--- src/rtl/rf_wb_arbiter.sv ---
// rf_wb_arbiter
// -------------
// Shares the single register-file write port between two writeback sources.
// Source A carries ALU results and source M carries memory-load results.
// Each source uses a valid/ready handshake, and at most one request is
// granted per cycle. The granted write is registered, then presented to the
// register file on the following cycle (RD/WRD/Wreg).
//
// Arbitration:
//   - A single requester always wins.
//   - Both requesting the same rd: M wins, because the load is older.
//     rr_last is then set to 1.
//   - Both requesting different rd: the source that did not win the last
//     contention wins, and rr_last records the winner.
//   - A grant to rd==0 consumes the slot but never raises Wreg.
//
// Optional build macro: RF_WB_BYPASS_EN
//   When it is defined, the block adds combinational read forwarding of the
//   registered-but-uncommitted write onto the two register-file read ports.
//
// Ports:
//   clk, reset          clock, synchronous active-high reset
//   a_valid/a_rd/a_data ALU write request      a_ready  accepted this cycle
//   m_valid/m_rd/m_data load write request     m_ready  accepted this cycle
//   RD, WRD, Wreg       register-file write address / data / enable
//   conflict_cnt        saturating count of cycles with both valids high
//   rr_last             last contention winner (0=A, 1=M)
//   R1, R2, s1_rf, s2_rf, s1_fwd, s2_fwd   (RF_WB_BYPASS_EN only)
module rf_wb_arbiter #(
  parameter int AW = 6,
  parameter int DW = 32,
  parameter int CW = 16
) (
  input  logic          clk,
  input  logic          reset,
  input  logic          a_valid,
  input  logic [AW-1:0] a_rd,
  input  logic [DW-1:0] a_data,
  output logic          a_ready,
  input  logic          m_valid,
  input  logic [AW-1:0] m_rd,
  input  logic [DW-1:0] m_data,
  output logic          m_ready,
  output logic [AW-1:0] RD,
  output logic [DW-1:0] WRD,
  output logic          Wreg,
  output logic [CW-1:0] conflict_cnt,
  output logic          rr_last
`ifdef RF_WB_BYPASS_EN
  ,
  input  logic [AW-1:0] R1,
  input  logic [AW-1:0] R2,
  input  logic [DW-1:0] s1_rf,
  input  logic [DW-1:0] s2_rf,
  output logic [DW-1:0] s1_fwd,
  output logic [DW-1:0] s2_fwd
`endif
);

  typedef enum logic [1:0] {
    GNT_NONE = 2'd0,
    GNT_A    = 2'd1,
    GNT_M    = 2'd2
  } grant_e;

  grant_e          grant;
  logic [AW-1:0]   sel_rd;
  logic [DW-1:0]   sel_data;
  logic            both_valid;

  logic            wreg_q,  wreg_d;
  logic [AW-1:0]   rd_q;
  logic [DW-1:0]   data_q;
  logic [CW-1:0]   cnt_q,   cnt_d;
  logic            rr_q,    rr_d;

  // Saturating increment for the contention counter.
  function automatic logic [CW-1:0] sat_inc(input logic [CW-1:0] v);
    if (v == {CW{1'b1}}) return v;
    return v + CW'(1);
  endfunction

  assign both_valid = a_valid && m_valid;

  // Grant decision (combinational; no grants while reset is held)
  always_comb begin
    grant = GNT_NONE;
    rr_d  = rr_q;
    if (!reset) begin
      if (both_valid) begin
        if (a_rd == m_rd) begin
          grant = GNT_M;
        end else if (rr_q) begin
          grant = GNT_A;
        end else begin
          grant = GNT_M;
        end
        rr_d = (grant == GNT_M);
      end else if (a_valid) begin
        grant = GNT_A;
      end else if (m_valid) begin
        grant = GNT_M;
      end
    end
  end

  assign a_ready  = (grant == GNT_A);
  assign m_ready  = (grant == GNT_M);
  assign sel_rd   = (grant == GNT_M) ? m_rd   : a_rd;
  assign sel_data = (grant == GNT_M) ? m_data : a_data;

  // A write to register 0 is swallowed here so the register file never sees it.
  assign wreg_d = (grant != GNT_NONE) && (sel_rd != '0);
  assign cnt_d  = both_valid ? sat_inc(cnt_q) : cnt_q;

  // Output stage: the granted write is registered and committed next cycle
  always_ff @(posedge clk) begin
    if (reset) begin
      wreg_q <= 1'b0;
      rd_q   <= '0;
      data_q <= '0;
      cnt_q  <= '0;
      rr_q   <= 1'b1;
    end else begin
      wreg_q <= wreg_d;
      if (grant != GNT_NONE) begin
        rd_q   <= sel_rd;
        data_q <= sel_data;
      end
      cnt_q  <= cnt_d;
      rr_q   <= rr_d;
    end
  end

  assign RD           = rd_q;
  assign WRD          = data_q;
  assign Wreg         = wreg_q;
  assign conflict_cnt = cnt_q;
  assign rr_last      = rr_q;

`ifdef RF_WB_BYPASS_EN
  // Forward the pending write. The reset term keeps a write that is being
  // discarded from leaking through during the reset cycle.
  assign s1_fwd = (!reset && wreg_q && (rd_q == R1) && (R1 != '0)) ? data_q : s1_rf;
  assign s2_fwd = (!reset && wreg_q && (rd_q == R2) && (R2 != '0)) ? data_q : s2_rf;
`endif

endmodule

--- config.mk ---
export PLATFORM = sky130hd
export DESIGN_NAME = rf_wb_arbiter
export DESIGN_NICKNAME = d
export VERILOG_FILES = /design/src/rtl/rf_wb_arbiter.sv
export SDC_FILE = /design/constraint.sdc
export NUM_CORES = 1
export LEC_CHECK = 0
export ABC_AREA = 1
export BUFFER_PORTS_ARGS = -buffer_cell sky130_fd_sc_hd__buf_2
export CORE_ASPECT_RATIO = 1.1
export CORE_UTILIZATION = 40
export DETAILED_ROUTE_END_ITERATION = 12
export GPL_TIMING_DRIVEN = 0
export PLACE_DENSITY = 0.78
export SETUP_SLACK_MARGIN = 0.02
export SLEW_MARGIN = 20
export SYNTH_ARGS = -nofsm -noshare
export SYNTH_HDL_FRONTEND = slang
export SYNTH_SLANG_ARGS = --single-unit
--- constraint.sdc ---
create_clock -name clk -period 2.1 [get_ports clk]
set_input_delay 0.63 -clock clk [delete_from_list [all_inputs] [get_ports clk]]
set_output_delay 0.63 -clock clk [all_outputs]
set_load 0.01 [all_outputs]
==> results.sh, run 1 <==
export IMPL_status="complete, but fails checks"
export IMPL_violations="negative setup slack"
export IMPL_worstSetupEndpoint="m_ready"
export IMPL_hold_viol_final=0
export IMPL_start_util_pct=41.77
export IMPL_finalCritPeriodShare_pct=103.8
export IMPL_netlist_area_um2=2786
export IMPL_report_final_slew_viol_count=0
export IMPL_min_period_ns=2.179
export IMPL_hold_buffers=0
export IMPL_gp_congestion=0.8624
export IMPL_dieWidth_um=81.58
export IMPL_cts_max_level=2
export IMPL_cts_buffer_depth=2
export IMPL_cts_buffers=5
export IMPL_syn_to_final_growth_pct=37.85
export IMPL_hpwlAfterDp_um=5730
export IMPL_cts_tree="built"
export IMPL_antenna_found_initial=0
export IMPL_maxCapViolations=0
export IMPL_yosys_area_share_simple_pct=19.13
export IMPL_synthAdderAreaFrac_pct=0.4490
export IMPL_ant_nets=0
export IMPL_fillers=678
export IMPL_tightest_slew_ns=0.4577
export IMPL_swShare_pct=29.25
export IMPL_slew_headroom_pct=69.49
export IMPL_portBuffers=136
export IMPL_grt_use_total_pct=20.55
export IMPL_comb_power_share_pct=22.5
export IMPL_synth_compound_area_share_pct=25.28
export IMPL_ys_flop_type="dfxtp_1"
export IMPL_skew_ns=0.006272
export IMPL_reg2reg_slack_ns=0.26
export IMPL_cts_root_buf="clkbuf_8"
export IMPL_synth_area_leader_cell="dfxtp_1"
export IMPL_num_antenna_cells=0
export IMPL_synth_top_area_share_pct=40.23
export IMPL_finalNetCount=644
export IMPL_cts_clk_slew_worst_paths_ns=0.10
export IMPL_grt_max_degree=17
export IMPL_ir_drop_mv=0.3452
export IMPL_die_h_um=89.54
export IMPL_routedWlPerCell_um=12.06
export IMPL_p_sw_uw=658.0
export IMPL_internal_power_uw=1592
export IMPL_vias=3181
export IMPL_drc=0
export IMPL_synth_fp_nets=493
export IMPL_synthTopCellsByArea="dfxtp_1 (40%), o21ai_0 (11%), nand2_1 (11%)"
export IMPL_crit_type="in2out"
export IMPL_row_count=31
export IMPL_p_per_area_nw_per_um2=585.7
export IMPL_crit_path_end_kind="output pin"
export IMPL_async_flop_share_pct=0
export IMPL_rsz0062_at_grt="yes"
export IMPL_synth_xor_area_share_pct=0
export IMPL_startpoint="m_rd[5]"
export IMPL_grt_pass1_vias=2760
export IMPL_cts_sinks=56
export IMPL_synth_avg_cell_area_um2=6.763
export IMPL_crit_fanout=2
export IMPL_p_leak_uw=0.001978
export IMPL_core_um2=6671
export IMPL_worstPathArrival_ns=1.55
export IMPL_setup_viol=2
export IMPL_ys_seq_elements=56
export IMPL_first_iter_violations=148
export IMPL_pin_count=138
export IMPL_fmax_mhz=458.9
export IMPL_synth_most_common_cell="nand2_1"
export IMPL_r2r_end="conflict_cnt[14]"
export IMPL_r2r_start="conflict_cnt[0]"
export IMPL_p_clk_share_pct=25.7
export IMPL_hold_slack_ns=0.4669
export IMPL_min_path_type="reg2reg"
export IMPL_setup_slack_ns=-0.07905
export IMPL_clk_insertion_delay_late_ns=0.31
export IMPL_synth_edf_count=0
export IMPL_syn_inst=412
export IMPL_start_kind="input pin"
export IMPL_synth_cell_type_count=26
export IMPL_totalWireLength_um=7781
export IMPL_ys_warnings_count=0
export IMPL_dp_slack_ns=-0.3667
export IMPL_drive_above_1_share_pct=33.57
export IMPL_p_seq_share_pct=51.7
export IMPL_overflow=0
export IMPL_netlist_top_cells_count="nand2_1 (82), inv_1 (70), o21ai_0 (63)"
export IMPL_grt_pass1_wl_um=11680
export IMPL_muxShareOfSynthArea_pct=0
export IMPL_drt_pass1_iterations=4
export IMPL_via_per_inst=4.932
export IMPL_synth_top_family_by_area="compound AO/OA/AOI/OAI gates"
export IMPL_die_area_um2=7304
export IMPL_synth_seq_area_share_pct=40.23
export IMPL_rr_worst_depth=11
export IMPL_required_ns=1.47
through the flow:
stage / utilization [%] / TNS [ns] / instance area (um2) / total power, uW / std cells
final: 57.58 / -0.1081 / 3841 / 2250 / 645
after global routing: 57.58 / -0.4521 / 3841 / 2366 / 645
after CTS: 56.23 / -0.08978 / 3751 / 2243 / 643
after detailed placement: 53.53 / -0.7425 / 3571 / 1645 / 630
after global placement: 53.53 / -0.6542 / 3571 / 1634 / 630
after floorplan: - / 0 / 2788 / 1443 / 412
per-layer routing:
layer  vias up  wire, um  track usage, %
met5         -         0               0
met4         0       106           5.742
met3        10       499           4.388
met2       123      3845           38.26
met1      1419      3330           23.42
li1       1629         -               -
state kept, by name, indices dropped and copies added (netlist names):
name / flops
conflict_cnt: 16
Wreg: 1
WRD: 32
RD: 6
rr_last: 1
cell families after synthesis:
family                     after synthesis
DFF                                     56
adders and majority gates                1
and+or+nand+nor                        127
AOI/OAI and AO/OA                      135
buffers and inverters                   93
placed cells by master, fill, tap and decap left out, types with 7 or more instances in the layout:
cell	count
buf_4	8
a21oi_1	46
inv_2	9
nand3_1	10
clkbuf_1	7
buf_6	19
dfxtp_1	56
o21ai_0	47
o21ai_1	29
nand2_1	79
buf_2	127
inv_1	60
nor2_1	18
power groups by stage:
| stage | logic [uW] | clock network (uW) | registers (uW) |
|---|---|---|---|
| after global routing | 564 | 630 | 1170 |
| after CTS | 481 | 598 | 1160 |
| final | 507 | 579 | 1160 |
| after detailed placement | 457 | 0 | 1190 |
| after global placement | 448 | 0 | 1190 |
| after floorplan | 227 | 0 | 1220 |
critical path: stages:
cell and delay [ns]:
buf_6 0.09, inv_4 0.03, nand2_2 0.06, nand2_1 0.06, nor2_1 0.10, nand3_1 0.11, nand2_2 0.11, nand3_2 0.10
buf_8 0.14, inv_2 0.04, buf_6 0.09
worst min path at each step:
stage	slack, ns	end	from	cells past startpoint
final	0.47	WRD[13]	WRD[13]	2
after global routing	0.49	WRD[21]	WRD[21]	2
after detailed placement	0.45	WRD[11]	WRD[11]	2
after global placement	0.45	WRD[20]	WRD[20]	2
after floorplan	0.49	WRD[11]	WRD[11]	2
after CTS	0.47	WRD[13]	WRD[13]	2
repair_timing:
action | 4_1_cts | 5_1_grt
endpoints found under the setup margin | 2 | 33
setup buffers | 6 | 2
gates resized for setup | 17 | 43
pin swaps | 6 | 14
area by class of cell:
cell class | instances | area [um2] | area share [%]
Inverter | 72 | 277.8 | 7.231
Clock buffer | 5 | 68.82 | 1.792
Clock inverter | 2 | 12.51 | 0.3257
Timing Repair Buffer | 144 | 813.3 | 21.17
Tap cell | 82 | 102.6 | 2.671
Sequential cell | 56 | 1121 | 29.19
Buffer | 21 | 175.2 | 4.560
Multi-Input combinational cell | 263 | 1270 | 33.06
No activity file was read; power rests on OpenSTA's default activity.
==> run 2: changes to the inputs <==
--- a/config.mk
+++ b/config.mk
@@ -12,7 +12,7 @@
 export DETAILED_ROUTE_END_ITERATION = 12
 export GPL_TIMING_DRIVEN = 0
 export PLACE_DENSITY = 0.78
-export SETUP_SLACK_MARGIN = 0.02
+export SETUP_SLACK_MARGIN = 0.1
 export SLEW_MARGIN = 20
 export SYNTH_ARGS = -nofsm -noshare
 export SYNTH_HDL_FRONTEND = slang
==> run 2 against run 1 <==
Compared with the run above:
- the flow still finishes with violations (negative setup slack)
- non-clock buffer count shrank 3
- via count shrank 1.5%
- sequential power is essentially flat
- maximum frequency grew 1.4%
- routed wire length shrank 0.91%
- clock skew is essentially flat
- core utilization grew 0.17 points
- critical path type unchanged
- largest cell class unchanged
- largest power group unchanged
- highest routed layer unchanged
==> results.sh, run 2 (synthesis results as in run 1) <==
export IMPL_cts_clk_slew_worst_paths_ns=0.10
export IMPL_finalNonFillerCells=643
export IMPL_antenna_found_initial=0
export IMPL_crit_fanout=7
export IMPL_p_per_area_nw_per_um2=594.9
export IMPL_tightest_slew_ns=0.4712
export IMPL_overflow=0
export IMPL_r2r_end="conflict_cnt[14]"
export IMPL_dieWidth_um=81.58
export IMPL_gp_congestion=0.8636
export IMPL_drc=0
export IMPL_totalWireLength_um=7710
export IMPL_die_h_um=89.54
export IMPL_finalNetCount=641
export IMPL_via_per_inst=4.871
export IMPL_largest_reg_flops=32
export IMPL_cts_tree="built"
export IMPL_cts_root_buf="clkbuf_8"
export IMPL_p_clk_share_pct=27.4
export IMPL_syn_to_final_growth_pct=38.26
export IMPL_min_period_ns=2.149
export IMPL_slew_headroom_pct=68.59
export IMPL_min_path_type="reg2reg"
export IMPL_maxCapViolations=0
export IMPL_status="complete, but fails checks"
export IMPL_hold_depth=2
export IMPL_grt_pass1_vias=2691
export IMPL_start_util_pct=41.77
export IMPL_report_final_slew_viol_count=0
export IMPL_grt_pass1_wl_um=11860
export IMPL_r2r_start="conflict_cnt[0]"
export IMPL_comb_power_share_pct=21.8
export IMPL_final_common_cell="buf_2"
export IMPL_ant_nets=0
export IMPL_worstPathArrival_ns=1.52
export IMPL_core_um2=6671
export IMPL_num_antenna_cells=0
export IMPL_violations="negative setup slack"
export IMPL_ir_drop_mv=0.2941
export IMPL_setup_viol=2
export IMPL_grt_max_degree=17
export IMPL_final_cell_mix="buf_2 (125), nand2_1 (78), o21ai_0 (62), inv_1 (59), dfxtp_1 (56)"
export IMPL_crit_type="in2out"
export IMPL_reg2reg_slack_ns=0.37
export IMPL_cts_max_level=2
export IMPL_rr_worst_depth=11
export IMPL_setup_tns_ns=-0.06665
export IMPL_first_iter_violations=101
export IMPL_routedWlPerCell_um=11.99
export IMPL_p_seq_share_pct=50.7
export IMPL_fmax_mhz=465.4
export IMPL_row_count=31
export IMPL_required_ns=1.47
export IMPL_fillers=676
export IMPL_p_sw_uw=663.2
export IMPL_finalCritPeriodShare_pct=102.3
export IMPL_worstSetupEndpoint="a_ready"
export IMPL_p_leak_uw=0.001968
export IMPL_hpwlAfterDp_um=5626
export IMPL_die_area_um2=7304
export IMPL_internal_power_uw=1629
export IMPL_setup_slack_ns=-0.04887
export IMPL_vias=3132
export IMPL_skew_ns=0.006317
export IMPL_hold_viol_final=0
export IMPL_rsz0062_at_grt="yes"
export IMPL_hold_start="WRD[14]"
export IMPL_drt_pass1_iterations=4
export IMPL_portBuffers=136
export IMPL_drive_above_1_share_pct=33.87
export IMPL_start_kind="input pin"
export IMPL_startpoint="m_valid"
export IMPL_hold_buffers=0
export IMPL_dp_cells=630
export IMPL_cts_buffer_depth=2
export IMPL_swShare_pct=28.94
export IMPL_crit_path_end_kind="output pin"
export IMPL_grt_use_total_pct=20.84
export IMPL_cts_buffers=5
export IMPL_pin_count=138
export IMPL_cts_sinks=56
export IMPL_clk_insertion_delay_late_ns=0.31
-- run 2: area by class of cell --
type | count | area (um2) | area share [%]
clock inverters | 1 | 7.507 | 0.1949
repair buffers | 141 | 803.3 | 20.85
multi-input cells | 263 | 1285 | 33.35
clock buffers | 7 | 86.33 | 2.241
inverters | 72 | 285.3 | 7.405
well taps | 82 | 102.6 | 2.663
plain buffers | 21 | 161.4 | 4.190
flip-flops and latches | 56 | 1121 | 29.10
-- run 2: through the flow --
step / utilization (%) / instance area [um2] / power, uW / setup WS [ns] / hold WS, ns
6_report: 57.75 / 3852 / 2292 / -0.04887 / 0.4663
5_1_grt: 57.75 / 3852 / 2414 / -0.1302 / 0.4882
4_1_cts: 56.81 / 3790 / 2290 / -0.03354 / 0.4651
3_5_place_dp: 53.64 / 3578 / 1645 / -0.2786 / 0.4500
3_3_place_gp: 53.64 / 3578 / 1636 / -0.2684 / 0.4478
2_1_floorplan: - / 2795 / 1445 / 0.08280 / 0.4873
-- run 2: how the worst min path moves through the flow --
stage                     slack (ns)  endpoint
after CTS                       0.47   WRD[14]
after global placement          0.45   WRD[27]
after detailed placement        0.45   WRD[14]
after global routing            0.49    WRD[3]
after floorplan                 0.49   WRD[11]
final                           0.47   WRD[14]
-- run 2: layer usage --
| layer | vias to the layer above | global-route usage [%] | wire length, um | share of wire, % |
|---|---|---|---|---|
| li1 | 1618 | - | - | - |
| met1 | 1392 | 24.92 | 3424 | 44 |
| met2 | 104 | 36.21 | 3595 | 47 |
| met3 | 18 | 5.000 | 503 | 6.5 |
| met4 | 0 | 7.337 | 186 | 2.4 |
| met5 | - | 0 | 0 | 0 |
-- run 2: repair_timing --
action                     in CTS  in global routing
resized for setup              29                 16
pin swaps                       8                 11
buffers inserted                2                  3
setup endpoints to repair       2                  4
-- run 2: worst max-delay path, cell delays in order --
cell and delay [ns]:
buf_2 0.18, nand2_1 0.10, nor2_2 0.10, nand2_2 0.09
buf_6 0.14, a21oi_2 0.12, buf_2 0.14
-- run 2: power by group through the flow --
stage / Combinational (uW) / Clock, uW / Sequential [uW]
global placement: 451 / 0 / 1180
floorplan: 228 / 0 / 1220
CTS: 488 / 641 / 1160
detailed placement: 460 / 0 / 1190
global route: 558 / 684 / 1170
finish: 501 / 629 / 1160
==> run 3: changes to the inputs <==
--- a/config.mk
+++ b/config.mk
@@ -9,6 +9,8 @@
 export BUFFER_PORTS_ARGS = -buffer_cell sky130_fd_sc_hd__buf_2
 export CORE_ASPECT_RATIO = 1.1
 export CORE_UTILIZATION = 40
+export CTS_BUF_LIST = sky130_fd_sc_hd__clkbuf_4 sky130_fd_sc_hd__clkbuf_8 sky130_fd_sc_hd__clkbuf_16
+export CTS_CLUSTER_DIAMETER = 60
 export DETAILED_ROUTE_END_ITERATION = 12
 export GPL_TIMING_DRIVEN = 0
 export PLACE_DENSITY = 0.78
==> constraint.sdc (replaced) <==
create_clock -name clk -period 2.35 [get_ports clk]
set_input_delay 0.705 -clock clk [delete_from_list [all_inputs] [get_ports clk]]
set_output_delay 0.705 -clock clk [all_outputs]
set_load 0.01 [all_outputs]
==> run 3 against run 2 <==
Compared with the run above:
- register-to-register slack better by 0.14 ns
- critical endpoint is now m_ready
- final area is 0.62% lower
- sequential share of layout area is 0.18 points higher
- worst hold slack worse by 0.0016 ns
- the run now ends clean
- die area stayed put
- largest cell class unchanged
- final cell count is 0.16% lower
- routed wire length is 2.3% higher
- combinational power is 12% lower
- worst setup slack better by 0.18 ns
==> results.sh, run 3 (synthesis results as in run 1) <==
export IMPL_tightest_slew_ns=0.4684
export IMPL_die_h_um=89.54
export IMPL_fmax_mhz=450.2
export IMPL_p_leak_uw=0.001970
export IMPL_overflow=0
export IMPL_start_util_pct=41.77
export IMPL_status="finished clean"
export IMPL_ant_nets=0
export IMPL_crit_path_end_kind="output pin"
export IMPL_cts_clk_slew_worst_paths_ns=0.09
export IMPL_fin_total_pwr_uw=2165
export IMPL_p_per_area_nw_per_um2=565.5
export IMPL_fin_area_um2=3829
export IMPL_vias=3181
export IMPL_portBuffers=136
export IMPL_maxCapViolations=0
export IMPL_skew_ns=0.003519
export IMPL_num_antenna_cells=0
export IMPL_drive_above_1_share_pct=33.21
export IMPL_ir_drop_mv=0.2833
export IMPL_first_iter_violations=134
export IMPL_hold_buffers=0
export IMPL_worstPathArrival_ns=1.52
export IMPL_hpwlAfterDp_um=5924
export IMPL_drt_pass1_iterations=4
export IMPL_core_um2=6671
export IMPL_largest_reg_flops=32
export IMPL_min_period_ns=2.221
export IMPL_antenna_found_initial=0
export IMPL_place_area_um2=3570
export IMPL_gp_congestion=0.8638
export IMPL_cts_tree="built"
export IMPL_cts_root_buf="clkbuf_8"
export IMPL_cts_sinks=56
export IMPL_finalNetCount=640
export IMPL_cts_max_level=2
export IMPL_slew_headroom_pct=68.77
export IMPL_setup_viol=0
export IMPL_pin_count=138
export IMPL_min_path_type="reg2reg"
export IMPL_crit_type="in2out"
export IMPL_drc=0
export IMPL_via_per_inst=4.955
export IMPL_grt_pass1_vias=2829
export IMPL_final_cell_mix="buf_2 (130), nand2_1 (77), o21ai_0 (63), inv_1 (62), dfxtp_1 (56)"
export IMPL_cts_buffers=5
export IMPL_start_kind="input pin"
export IMPL_finalCritPeriodShare_pct=94.53
export IMPL_row_count=31
export IMPL_grt_use_total_pct=21.16
export IMPL_clk_insertion_delay_late_ns=0.31
export IMPL_syn_to_final_growth_pct=37.40
export IMPL_dieWidth_um=81.58
export IMPL_rsz0062_at_grt="no"
export IMPL_grt_max_degree=17
export IMPL_report_final_slew_viol_count=0
export IMPL_grt_pass1_wl_um=11950
export IMPL_crit_fanout=3
export IMPL_routedWlPerCell_um=12.29
export IMPL_cts_buffer_depth=2
export IMPL_final_common_cell="buf_2"
export IMPL_die_area_um2=7304
export IMPL_hold_viol_final=0
export IMPL_required_ns=1.64
export IMPL_totalWireLength_um=7890
==> run 3: worst paths after layout <==
check	start	end	slack, ns	cells after the start
worst max-delay path	m_rd[5]	m_ready	0.13	10
worst min-delay path	WRD[16]	WRD[16]	0.46	2
worst max register to register	conflict_cnt[0]	conflict_cnt[14]	0.51	11
worst min register to register	WRD[16]	WRD[16]	0.46	2
==> run 3: through the flow <==
stage	util, %	setup TNS [ns]	hold slack, ns	setup slack (ns)	std cells
6_report	57.39	0	0.4648	0.1287	642
5_1_grt	57.39	0	0.4783	0.09105	642
4_1_cts	55.89	0	0.4664	0.04662	639
3_5_place_dp	53.51	-0.5469	0.4517	-0.2873	630
3_3_place_gp	53.51	-0.5282	0.4477	-0.2814	630
2_1_floorplan	-	0	0.4873	0.1131	412
==> run 3: timing repair <==
item / CTS / global route
cloned: 0 / 0
pin swaps: 2 / 11
resized for setup: 6 / 29
setup endpoints to repair: 2 / 2
setup buffers: 2 / 3
==> run 3: metal layers <==
metal	up-vias	share of wire, %	track usage (%)
li1	1618	-	-
met5	-	0	0
met3	9	7.3	6.020
met2	126	52	40.83
met4	0	0.91	5.901
met1	1428	40	22.02
==> run 3: worst max-delay path, cell delays in order <==
cell	delay, ns
buf_2	0.10
inv_2	0.04
nand2_2	0.06
nand2_2	0.06
nor2_2	0.08
nand3_1	0.09
nand2_2	0.12
nand3_4	0.10
inv_2	0.07
buf_6	0.09
==> run 3: final cells by class <==
| type | count | area, um2 |
|---|---|---|
| fillers | 650 | 2843 |
| multi-input cells | 263 | 1285 |
| flip-flops and latches | 56 | 1121 |
| repair buffers | 141 | 768.2 |
| inverters | 72 | 280.3 |
| plain buffers | 20 | 145.1 |
| well taps | 82 | 102.6 |
| clock buffers | 7 | 96.34 |
| clock inverters | 1 | 30.03 |
==> run 3: where the power goes <==
part | internal [uW] | switching, uW
sequential | 1010 | 30.2
combinational | 198 | 242
clock | 376 | 310
